### src/rtl/fa_nbit_seq.sv
// rtl/fa_nbit_seq.sv - multi-cycle adder, DIGIT bits per clock, registered {co,s}
// Optional signed-overflow output ovf enabled by defining FA_NBIT_SEQ_OVF_EN.
module fa_nbit_seq #(
    parameter int WIDTH = 8,
    parameter int DIGIT = 2
) (
    input  logic             clk,
    input  logic             rst,
    input  logic             start,
    input  logic [WIDTH-1:0] a,
    input  logic [WIDTH-1:0] b,
    input  logic             ci,
    output logic [WIDTH-1:0] s,
    output logic             co,
    output logic             busy,
`ifdef FA_NBIT_SEQ_OVF_EN
    output logic             ovf,
`endif
    output logic             done
);

    localparam int N     = WIDTH / DIGIT;
    localparam int CNT_W = (N > 1) ? $clog2(N) : 1;

    typedef enum logic [1:0] {IDLE, RUN, DONE} state_t;

    state_t             state_q, state_d;
    logic [WIDTH-1:0]   a_q, a_d;
    logic [WIDTH-1:0]   b_q, b_d;
    logic               c_q, c_d;
    logic [CNT_W-1:0]   cnt_q, cnt_d;
    logic [WIDTH-1:0]   psum_q, psum_d;
    logic [WIDTH-1:0]   s_q, s_d;
    logic               co_q, co_d;
`ifdef FA_NBIT_SEQ_OVF_EN
    logic               a_msb_q, a_msb_d;
    logic               b_msb_q, b_msb_d;
    logic               ovf_q, ovf_d;
`endif

    logic [DIGIT:0]     chunk;
    logic [WIDTH-1:0]   sum_full;

    // Operands shift right each RUN cycle; each chunk sum enters psum from the top,
    // so after N cycles psum holds the whole sum aligned at bit 0.
    assign chunk    = {1'b0, a_q[DIGIT-1:0]} + {1'b0, b_q[DIGIT-1:0]} + {{DIGIT{1'b0}}, c_q};
    assign sum_full = (psum_q >> DIGIT) | (WIDTH'(chunk[DIGIT-1:0]) << (WIDTH - DIGIT));

    always_comb begin
        state_d = state_q;
        a_d     = a_q;
        b_d     = b_q;
        c_d     = c_q;
        cnt_d   = cnt_q;
        psum_d  = psum_q;
        s_d     = s_q;
        co_d    = co_q;
`ifdef FA_NBIT_SEQ_OVF_EN
        a_msb_d = a_msb_q;
        b_msb_d = b_msb_q;
        ovf_d   = ovf_q;
`endif
        case (state_q)
            IDLE, DONE: begin
                if (start) begin
                    a_d     = a;
                    b_d     = b;
                    c_d     = ci;
                    cnt_d   = '0;
                    psum_d  = '0;
                    state_d = RUN;
`ifdef FA_NBIT_SEQ_OVF_EN
                    a_msb_d = a[WIDTH-1];
                    b_msb_d = b[WIDTH-1];
`endif
                end else begin
                    state_d = IDLE;
                end
            end
            RUN: begin
                a_d    = a_q >> DIGIT;
                b_d    = b_q >> DIGIT;
                c_d    = chunk[DIGIT];
                psum_d = sum_full;
                cnt_d  = cnt_q + CNT_W'(1);
                if (cnt_q == CNT_W'(N - 1)) begin
                    state_d = DONE;
                    s_d     = sum_full;
                    co_d    = chunk[DIGIT];
`ifdef FA_NBIT_SEQ_OVF_EN
                    ovf_d   = (a_msb_q == b_msb_q) && (sum_full[WIDTH-1] != a_msb_q);
`endif
                end
            end
            default: state_d = IDLE;
        endcase
    end

    always_ff @(posedge clk or posedge rst) begin
        if (rst) begin
            state_q <= IDLE;
            a_q     <= '0;
            b_q     <= '0;
            c_q     <= 1'b0;
            cnt_q   <= '0;
            psum_q  <= '0;
            s_q     <= '0;
            co_q    <= 1'b0;
`ifdef FA_NBIT_SEQ_OVF_EN
            a_msb_q <= 1'b0;
            b_msb_q <= 1'b0;
            ovf_q   <= 1'b0;
`endif
        end else begin
            state_q <= state_d;
            a_q     <= a_d;
            b_q     <= b_d;
            c_q     <= c_d;
            cnt_q   <= cnt_d;
            psum_q  <= psum_d;
            s_q     <= s_d;
            co_q    <= co_d;
`ifdef FA_NBIT_SEQ_OVF_EN
            a_msb_q <= a_msb_d;
            b_msb_q <= b_msb_d;
            ovf_q   <= ovf_d;
`endif
        end
    end

    assign s    = s_q;
    assign co   = co_q;
    assign busy = (state_q == RUN);
    assign done = (state_q == DONE);
`ifdef FA_NBIT_SEQ_OVF_EN
    assign ovf  = ovf_q;
`endif

endmodule

### config.mk
export PLATFORM = sky130hd
export DESIGN_NAME = fa_nbit_seq
export DESIGN_NICKNAME = d
export VERILOG_FILES = /design/src/rtl/fa_nbit_seq.sv
export SDC_FILE = /design/constraint.sdc
export NUM_CORES = 1
export LEC_CHECK = 0
export CORE_MARGIN = 5
export CORE_UTILIZATION = 30
export CTS_CLUSTER_DIAMETER = 50
export CTS_CLUSTER_SIZE = 8
export DETAILED_ROUTE_END_ITERATION = 16
export GPL_TIMING_DRIVEN = 1
export SLEW_MARGIN = 20
export SYNTH_ARGS = -nofsm -noshare
export SYNTH_HDL_FRONTEND = slang
export SYNTH_SLANG_ARGS = --single-unit
### constraint.sdc
create_clock -name clk -period 4.2 [get_ports clk]
set_input_delay 1.26 -clock clk [delete_from_list [all_inputs] [get_ports clk]]
set_output_delay 1.26 -clock clk [all_outputs]
set_load 0.03 [all_outputs]
==> impl_results.md <==
* Post-synth EDFFs at 0
* Status: finished clean
* Setup_tns at 0 ns
* Final net count at roughly 180
* CP peak stage delay at about 0.74 ns
* Worst Tran Pin Value at approximately 0.57 ns
* Sequential element share of the synthesized area at 0.556
* Critical Path RT at 2.94 ns
* FMAX at roughly 300 MHz
* Core area at 5170 um^2
* PortBufs at 30
* Vias/cell at ~4.7
* Drt pass-1 iters at 3
* Crit path max fanout at 14
* Clk sink count at 36
* Number of CTS-inserted buffers at 5
* Clock latency on the worst-skew pair at roughly 0.29 ns
* Setup Viol. Count Final at 0
* CTS Buffer Depth at 2
* Tot Pwr at 1.63 mW
* Layout Skew at around 0.0053 ns
* # resized after CTS at 0
* Row Count at 26
* Post-Synthesis Cells at roughly 130
* Worst min path class: register to register
* P_leak at between 0.9 and 1 nW
* CTS tree: done
* Crit path buf inv count at 2
* Fin. Hold Viols at 0
* Tcrit/Tclk final at 0.793
* First-pass GRT wire length at ~6000 um
* Post-CTS Hold Fix Bufs at 0
* Dpl hpwl at 2340 um
* Residual DRC at 0
* CTS H-tree lvls at 2
* Drt total wl at 3370 um
* Vias at about 1,100
* Pins over their slew limit at 0
* Rel. slew slack at 0.618
* Yosys warnings at 0
* Mean Syn Cell Area at about 12 um^2
* Final ANT Viol Nets at 0
* Antenna cells at 0
* Initial antenna violation count at 0
* Die Ht at about 83 um
* Initial drt markers at 44
* Global route overflow at 0
* PwrDens at 789 nW/um^2
* RePlAce Congestion at between 0.7 and 0.8
* Final Util at 0.400
* Synth Cell Area at 1620 um^2
* Ordered list of cells on the worst path: nand2b_4 -> inv_2 -> clkdlybuf4s50_1
* Root Buffer: clkbuf_8
* GRT Total Usage at 0.106
* Critical-path top delay cell: clkdlybuf4s50_1
* Post-synth ARST share at 1.00
* Wirelength per Cell at around 15 um
* Critical Path Sink Type: output port
* RSZ-0062 raised after global routing: false
* Distinct cells, synth at 31
* Largest net degree at the start of global routing at 37
* DIE AREA at approximately 7000 um^2
* Layout area overhead at 27.7%
* Initial core utilization at 0.313
* Yosys reg bits at 36
* Vias in the first global route at roughly 1,200
* Post-CTS Setup Inserts at 0
* Startpoint types: register
* Crit path arrival time at slightly above 2 ns
* Tmin final at 3.33 ns
* Max cap viols at 0
* Peak supply drop at 0.260 mV
* Die width at 83.5 um
* Num ports at 31
* Clock transition at the registers of the reported paths at roughly 0.070 ns
* WS Path Type: register to output port
* Delay-heaviest family, CP: buffers and inverters
* Syn_nets at approximately 150
* Share of layout cells above drive strength 1 at 0.130
* Post-synth top flop: dfrtp_1
## registers in the layout (all words and copies together), names as in the netlist
name / flops
a_q: 8
b_q: 8
c_q: 1
cnt_q: 2
co: 1
psum_q: 6
s: 8
state_q: 2
## worst paths after layout
path	end	depth (start not counted)	start	slack, ns
worst max-delay path	busy	3	state_q[1]	0.87
worst min-delay path	s[7]	2	s[7]	0.48
worst max register to register	c_q	4	a_q[0]	2.56
worst min register to register	s[7]	2	s[7]	0.48
max in group asynchronous	cnt_q[0]	3	rst	2.50
min in group asynchronous	s[7]	3	rst	1.38
## layer usage
metal / part of all wire / track usage / routed length (um) / vias to the layer above
met1: 0.47 / 0.135 / 1570 / 522
met5: 0 / 0 / 0 / -
li1: - / - / - / 529
met4: 0.018 / 0.0395 / 60 / 0
met2: 0.44 / 0.163 / 1490 / 30
met3: 0.073 / 0.0395 / 246 / 7
## synthesized netlist by cell type, types with 4 or more instances
library cell / instances / share of area
mux2i_1: 7 / 0.043
inv_1: 7 / 0.016
buf_2: 4 / 0.012
a21oi_1: 6 / 0.019
o21ai_0: 8 / 0.025
a211oi_1: 4 / 0.019
dfrtp_1: 36 / 0.56
nor2b_1: 5 / 0.019
a22o_1: 6 / 0.032
nor2_1: 4 / 0.0093
o22ai_1: 5 / 0.019
nand3_1: 4 / 0.012
## through the flow
stage	instances	worst slack [ns]	cell area (um^2)	hold WS, ns
2_1_floorplan	131	1.93	1620	0.466
3_3_place_gp	224	1.23	1960	0.464
3_5_place_dp	224	1.18	1960	0.471
4_1_cts	232	0.859	2070	0.488
5_1_grt	232	0.782	2070	0.508
6_report	232	0.867	2070	0.484
## logic make-up after synthesis
logic type / Yosys count / synth area share
DFF: 36 / 0.556
adders and majority gates: 3 / 0.0324
and+or+nand+nor: 27 / 0.111
buffers and inverters: 17 / 0.0564
muxes: 13 / 0.0919
AOI/OAI and AO/OA: 35 / 0.152
## worst register-to-register path, delay by kind of cell (launching register included)
kind / cells / cell delay [ns]
compound gates: 1 / 0.27
buf+inv: 1 / 0.06
flops: 1 / 0.35
fa+ha+maj: 2 / 0.86
## cells in the final DEF, fill, tap and decap left out
cell type	Yosys	routed
nand2b_1	1	1
nand3b_4	1	1
a221oi_2	1	1
mux2_4	3	3
nand2_1	3	3
o21ai_0	8	8
mux2_2	3	3
nor2b_1	5	5
clkinv_2	0	1
fa_1	2	2
a211oi_1	4	4
mux2i_1	7	7
o2bb2ai_1	2	2
a21oi_1	6	6
and2b_4	1	1
dfrtp_1	36	36
clkbuf_1	1	1
nor2_1	4	4
ha_1	1	1
nand2b_4	1	1
clkdlybuf4s50_1	0	30
clkbuf_8	0	5
buf_4	2	2
o22ai_1	5	5
nor2_4	1	1
a22o_1	6	6
inv_1	7	7
a221o_1	3	3
bufinv_16	0	1
inv_2	1	1
nand3_1	4	4
and3b_1	3	3
nor3_1	3	3
## power breakdown
part           internal [mW]  total, mW  switching (mW)
Combinational          0.336      0.730           0.394
Sequential             0.507      0.604          0.0971
Clock                  0.176      0.300           0.124
Total                   1.02       1.63           0.615
## cell type report
type,instances,area [um^2]
inverters,8,30.0
multi-input cells,78,628
well taps,70,87.6
repair buffers,32,315
flip-flops and latches,36,901
clock buffers,6,72.6
fillers,507,3100
clock inverters,2,35.0
(Power assumes the default switching activity.)
